===== src/rtl/bin2bcd_seq.sv =====
// Sequential double-dabble binary-to-BCD converter, one input bit per clock,
// with valid/ready handshakes on the input and result sides.
module bin2bcd_seq #(
  parameter int W = 14,
  parameter int D = 4
) (
  input  logic                      clk,
  input  logic                      rst,
  input  logic                      in_valid,
  output logic                      in_ready,
  input  logic [W-1:0]              bin,
  output logic                      out_valid,
  input  logic                      out_ready,
  output logic [4*D-1:0]            bcd,
  output logic                      ovf,
  output logic [$clog2(D+1)-1:0]    ndig,
  output logic                      busy
);

  localparam int CW = $clog2(W+1);
  localparam int NW = $clog2(D+1);

  typedef enum logic [1:0] {IDLE, SHIFT, DONE} state_t;

  state_t         state_reg, state_next;
  logic [W-1:0]   bin_reg, bin_next;
  logic [4*D-1:0] bcd_reg, bcd_next;
  logic           ovf_reg, ovf_next;
  logic [CW-1:0]  cnt_reg, cnt_next;
  logic [4*D-1:0] adj;

  // Add-3 on every digit >= 5; the 4-bit result never carries into a neighbour.
  genvar gi;
  generate
    for (gi = 0; gi < D; gi++) begin : g_adj
      assign adj[4*gi +: 4] = (bcd_reg[4*gi +: 4] >= 4'd5) ?
                              bcd_reg[4*gi +: 4] + 4'd3 : bcd_reg[4*gi +: 4];
    end
  endgenerate

  always_ff @(posedge clk) begin
    if (rst) begin
      state_reg <= IDLE;
      bin_reg   <= '0;
      bcd_reg   <= '0;
      ovf_reg   <= 1'b0;
      cnt_reg   <= '0;
    end else begin
      state_reg <= state_next;
      bin_reg   <= bin_next;
      bcd_reg   <= bcd_next;
      ovf_reg   <= ovf_next;
      cnt_reg   <= cnt_next;
    end
  end

  always_comb begin
    state_next = state_reg;
    bin_next   = bin_reg;
    bcd_next   = bcd_reg;
    ovf_next   = ovf_reg;
    cnt_next   = cnt_reg;
    case (state_reg)
      IDLE: begin
        if (in_valid) begin
          bin_next   = bin;
          bcd_next   = '0;
          ovf_next   = 1'b0;
          cnt_next   = CW'(W);
          state_next = SHIFT;
        end
      end
      SHIFT: begin
        // A bit shifted out of the top digit means the value is >= 10^D.
        bcd_next = {adj[4*D-2:0], bin_reg[W-1]};
        bin_next = bin_reg << 1;
        ovf_next = ovf_reg | adj[4*D-1];
        cnt_next = cnt_reg - CW'(1);
        if (cnt_reg == CW'(1))
          state_next = DONE;
      end
      DONE: begin
        if (out_ready)
          state_next = IDLE;
      end
      default: state_next = IDLE;
    endcase
  end

  always_comb begin
    ndig = NW'(1);
    for (int i = 0; i < D; i++) begin
      if (bcd_reg[4*i +: 4] != 4'd0)
        ndig = NW'(i + 1);
    end
  end

  assign in_ready  = (state_reg == IDLE);
  assign out_valid = (state_reg == DONE);
  assign busy      = (state_reg == SHIFT) || (state_reg == DONE);
  assign bcd       = bcd_reg;
  assign ovf       = ovf_reg;

endmodule


===== config.mk =====
export PLATFORM = sky130hd
export DESIGN_NAME = bin2bcd_seq
export DESIGN_NICKNAME = d
export VERILOG_FILES = /design/src/rtl/bin2bcd_seq.sv
export SDC_FILE = /design/constraint.sdc
export NUM_CORES = 1
export LEC_CHECK = 0
export CORE_MARGIN = 2
export CORE_UTILIZATION = 53
export CTS_BUF_LIST = sky130_fd_sc_hd__clkbuf_4
export CTS_CLUSTER_SIZE = 20
export DETAILED_ROUTE_END_ITERATION = 8
export PLACE_DENSITY = 0.78
export SETUP_SLACK_MARGIN = 0.1
export SLEW_MARGIN = 10
export SYNTH_ARGS = -nofsm -noshare
export SYNTH_HDL_FRONTEND = slang
export SYNTH_SLANG_ARGS = --single-unit

===== constraint.sdc =====
create_clock -name clk -period 2.25 [get_ports clk]
set_input_delay 0.45 -clock clk [delete_from_list [all_inputs] [get_ports clk]]
set_output_delay 0.45 -clock clk [all_outputs]
set_load 0.02 [all_outputs]

==> results.yml <==
sta:
  setup_viol: 0
  hold_viol: 0
  fmax_ghz: 0.484
  hold_slack_ns: 0.472
  period_needed_ns: 2.07
  tns_ns: 0
  finalClockSkew_ns: 0.00853
  slew_violations: 0
  worstMarginPinSlew_ns: 0.613
  rsz0062_at_grt: "false"
  fin_crit_sh_pct: 91.8
  max_slew_margin_pct: 58.8
pwr:
  powerDensity_nw_per_um2: 903
  p_sw_share_pct: 38.9
  p_int_mw: 1.36
  irDropWorstVdd_uv: 591
  combPwrFrac_pct: 42.9
  seqPwrFrac_pct: 42.0
  p_leak_nw: 1.01
  power_switching_mw: 0.867
  clkPwrFrac_pct: 15.1
synth:
  synth_top_flop_cell: "dfxtp_1"
  synth_top_area_share_pct: 36.7
  ys_seq_area_share_pct: 36.7
  synth_commonest_cells: "dfxtp_1, nor2_1, mux2i_1"
  synth_area_per_cell_um2: 9.46
  synth_cell_types: 34
  synth_edf_count: 0
  ys_warn_count: 0
  async_flop_share_pct: 0
  ys_seq_elements: 37
  yosysMostFrequentCell: "dfxtp_1"
  synth_area_leader_cell: "dfxtp_1"
  syn_nets: 246
  syn_inst: 213
  synth.cell_area_um2: 2020
  yosys-top-cells-area: "dfxtp_1, mux2i_1, ha_1"
cells_and_area:
  regArea_um2: 741
  largest_register_ffs: 16
  fin_nets: 286
  antenna_cells: 0
  area_delta_synth_final_pct: 22.4
  final_layout_size_suffix_gt1_share_pct: 11.5
  post-route-util_pct: 67.4
  multi_input_area_um2: 1130
  n_fill_cell: 315
floorplanning:
  initial_utilization_pct: 55.1
  die_width_um: 65.7
  rows: 22
  die_y_um: 65.7
  coreArea_um2: 3660
  io_pins: 41
  die_area_um2: 4310
setup_path:
  worstSetupEndpointType: "output port"
  rrSetupSlack_ns: 0.39
  cp_data_required_time_ns: 1.80
  reg2reg_to: "bcd[3]"
  rr_worst_depth: 6
  path_buf_inv: 2
  critPathArrivalTime_ns: 1.62
  cp_cell_sequence: "inv_1, ha_1, nand2_1, dlygate4sd2_1"
  crit_start: "bcd[12]"
  path_max_fanout: 6
  worst_path_largest_cell_delay_ns: 0.46
  path_class: "reg -> out"
  r2r_start: "state_reg[1]"
  crit_slowest_cell: "dfxtp_1"
  path_depth: 4
  crit_family: "flip-flops"
  startpoint_type: "flip-flop"
  crit_end: "ndig[2]"
route:
  dr.first_iter.drc_count: 56
  vias: 1648
  wl_um: 3880
  drtPass1Iterations: 4
  drcViolationCount: 0
  vias_per_cell: 5.48
  drtAntennaViolNets: 0
  routedWlPerCell_um: 12.9
clock_network:
  cts_buffers: 5
  h-tree-depth: 2
  clk_pin_slew_ns: 0.11
  cts_setup_buffers: 0
  clock_latency_ns: 0.34
  cts_tree: "yes"
  root_buffer: "clkbuf_4"
  cts_buffer_depth: 2
  cts.sinks: 37
place:
  hpwl_um: 2730
  portBuffers: 40
  place.gp.congestion: 0.761
grt:
  grt_start_max_net_pins: 29
  grt_pass1_wl_um: 6840
  first_global_vias: 1545
  track_usage_pct: 20.5
  antenna_found_initial: 0
  grt_remaining_overflow: 0
hold_path:
  min_path_type: "reg -> reg"
flow_run:
  cap_violations: 0
outcome:
  status: "finished clean"
==> worst reg2reg max path, delay by kind of cell (launching register included) <==
kind,cells,cell delay (ns)
AO/OA/AOI/OAI,3,0.88
flip-flops,1,0.37
buffers and inverters,2,0.34
adder cells (fa/ha/maj),1,0.20
==> logic make-up (layout without fill, tap and decap cells) <==
family / count (synthesis) / after routing / synth area share (%)
buf+inv: 28 / 68 / 7.51
simple gates: 52 / 52 / 13.8
fa+ha+maj: 15 / 15 / 9.31
compound gates: 54 / 54 / 19.7
xor+xnor: 7 / 7 / 3.04
mux: 20 / 20 / 9.93
flops: 37 / 37 / 36.7
==> layer usage <==
metal  vias to the layer above  track usage, %  wire length (µm)
met3                         6            5.31               132
met5                         -               0                 0
met1                       773            26.3              1850
met2                        29            33.1              1830
met4                         0            7.29                57
li1                        840               -                 -
==> what timing repair did <==
item,4_1_cts,5_1_grt
endpoints found under the setup margin,5,9
gates resized for setup,7,7
pin swaps,0,0
hold buffers,0,0
==> through the flow <==
stage | instance area (µm²) | total power, mW | cells | setup WS [ns]
2_1_floorplan | 2020 | 1.75 | 213 | 0.432
3_3_place_gp | 2420 | 1.90 | 294 | 0.119
3_5_place_dp | 2420 | 1.93 | 294 | 0.0736
4_1_cts | 2470 | 2.24 | 301 | 0.0407
5_1_grt | 2470 | 2.42 | 301 | 0.104
6_report | 2470 | 2.23 | 301 | 0.184
==> cell usage in the layout (no fill, tap or decap), drive strengths merged <==
master / Yosys / routed
o21ai: 11 / 11
a31oi: 2 / 2
a32o: 3 / 3
or3b: 1 / 1
nor2: 24 / 24
dlygate4sd2: 0 / 3
dlymetal6s2s: 0 / 1
nor4b: 4 / 4
buf: 10 / 6
nor3b: 1 / 1
a21oi: 11 / 11
a22oi: 1 / 1
and2: 1 / 1
xnor2: 7 / 7
nor2b: 1 / 1
a221oi: 2 / 2
ha: 15 / 15
a211oi: 15 / 15
clkinv: 0 / 1
nand4b: 1 / 1
and2b: 1 / 1
clkbuf: 2 / 7
clkdlybuf4s50: 0 / 34
nor3: 2 / 2
nand3: 6 / 6
nand2b: 5 / 5
o31a: 1 / 1
dfxtp: 37 / 37
a22o: 8 / 8
nand2: 5 / 5
mux2i: 20 / 20
inv: 16 / 16
==> worst min path at each step <==
stage,cells after the start,startpoint,slack [ns],to
global route,2,bin_reg[0],0.51,bin_reg[0]
detailed placement,2,bin_reg[0],0.45,bin_reg[0]
CTS,2,bin_reg[0],0.48,bin_reg[0]
finish,2,bin_reg[0],0.47,bin_reg[0]
floorplan,2,bin_reg[0],0.43,bin_reg[0]
global placement,2,bin_reg[0],0.45,bin_reg[0]
==> cell type report <==
cell class | count | share of cell area [%]
inverter | 16 | 2.43
timing repair buffer | 45 | 17.3
clock inverter | 1 | 0.152
clock buffer | 6 | 1.83
sequential | 37 | 30.0
multi-input combinational | 148 | 45.8
tap | 48 | 2.43
==> power by group through the flow <==
stage	logic, mW	registers (mW)	clock network, mW
2_1_floorplan	0.821	0.927	0
3_3_place_gp	0.956	0.949	0
3_5_place_dp	0.979	0.949	0
4_1_cts	0.964	0.936	0.343
5_1_grt	1.09	0.963	0.365
6_report	0.955	0.935	0.337
No activity file was read; power rests on OpenSTA's default activity.
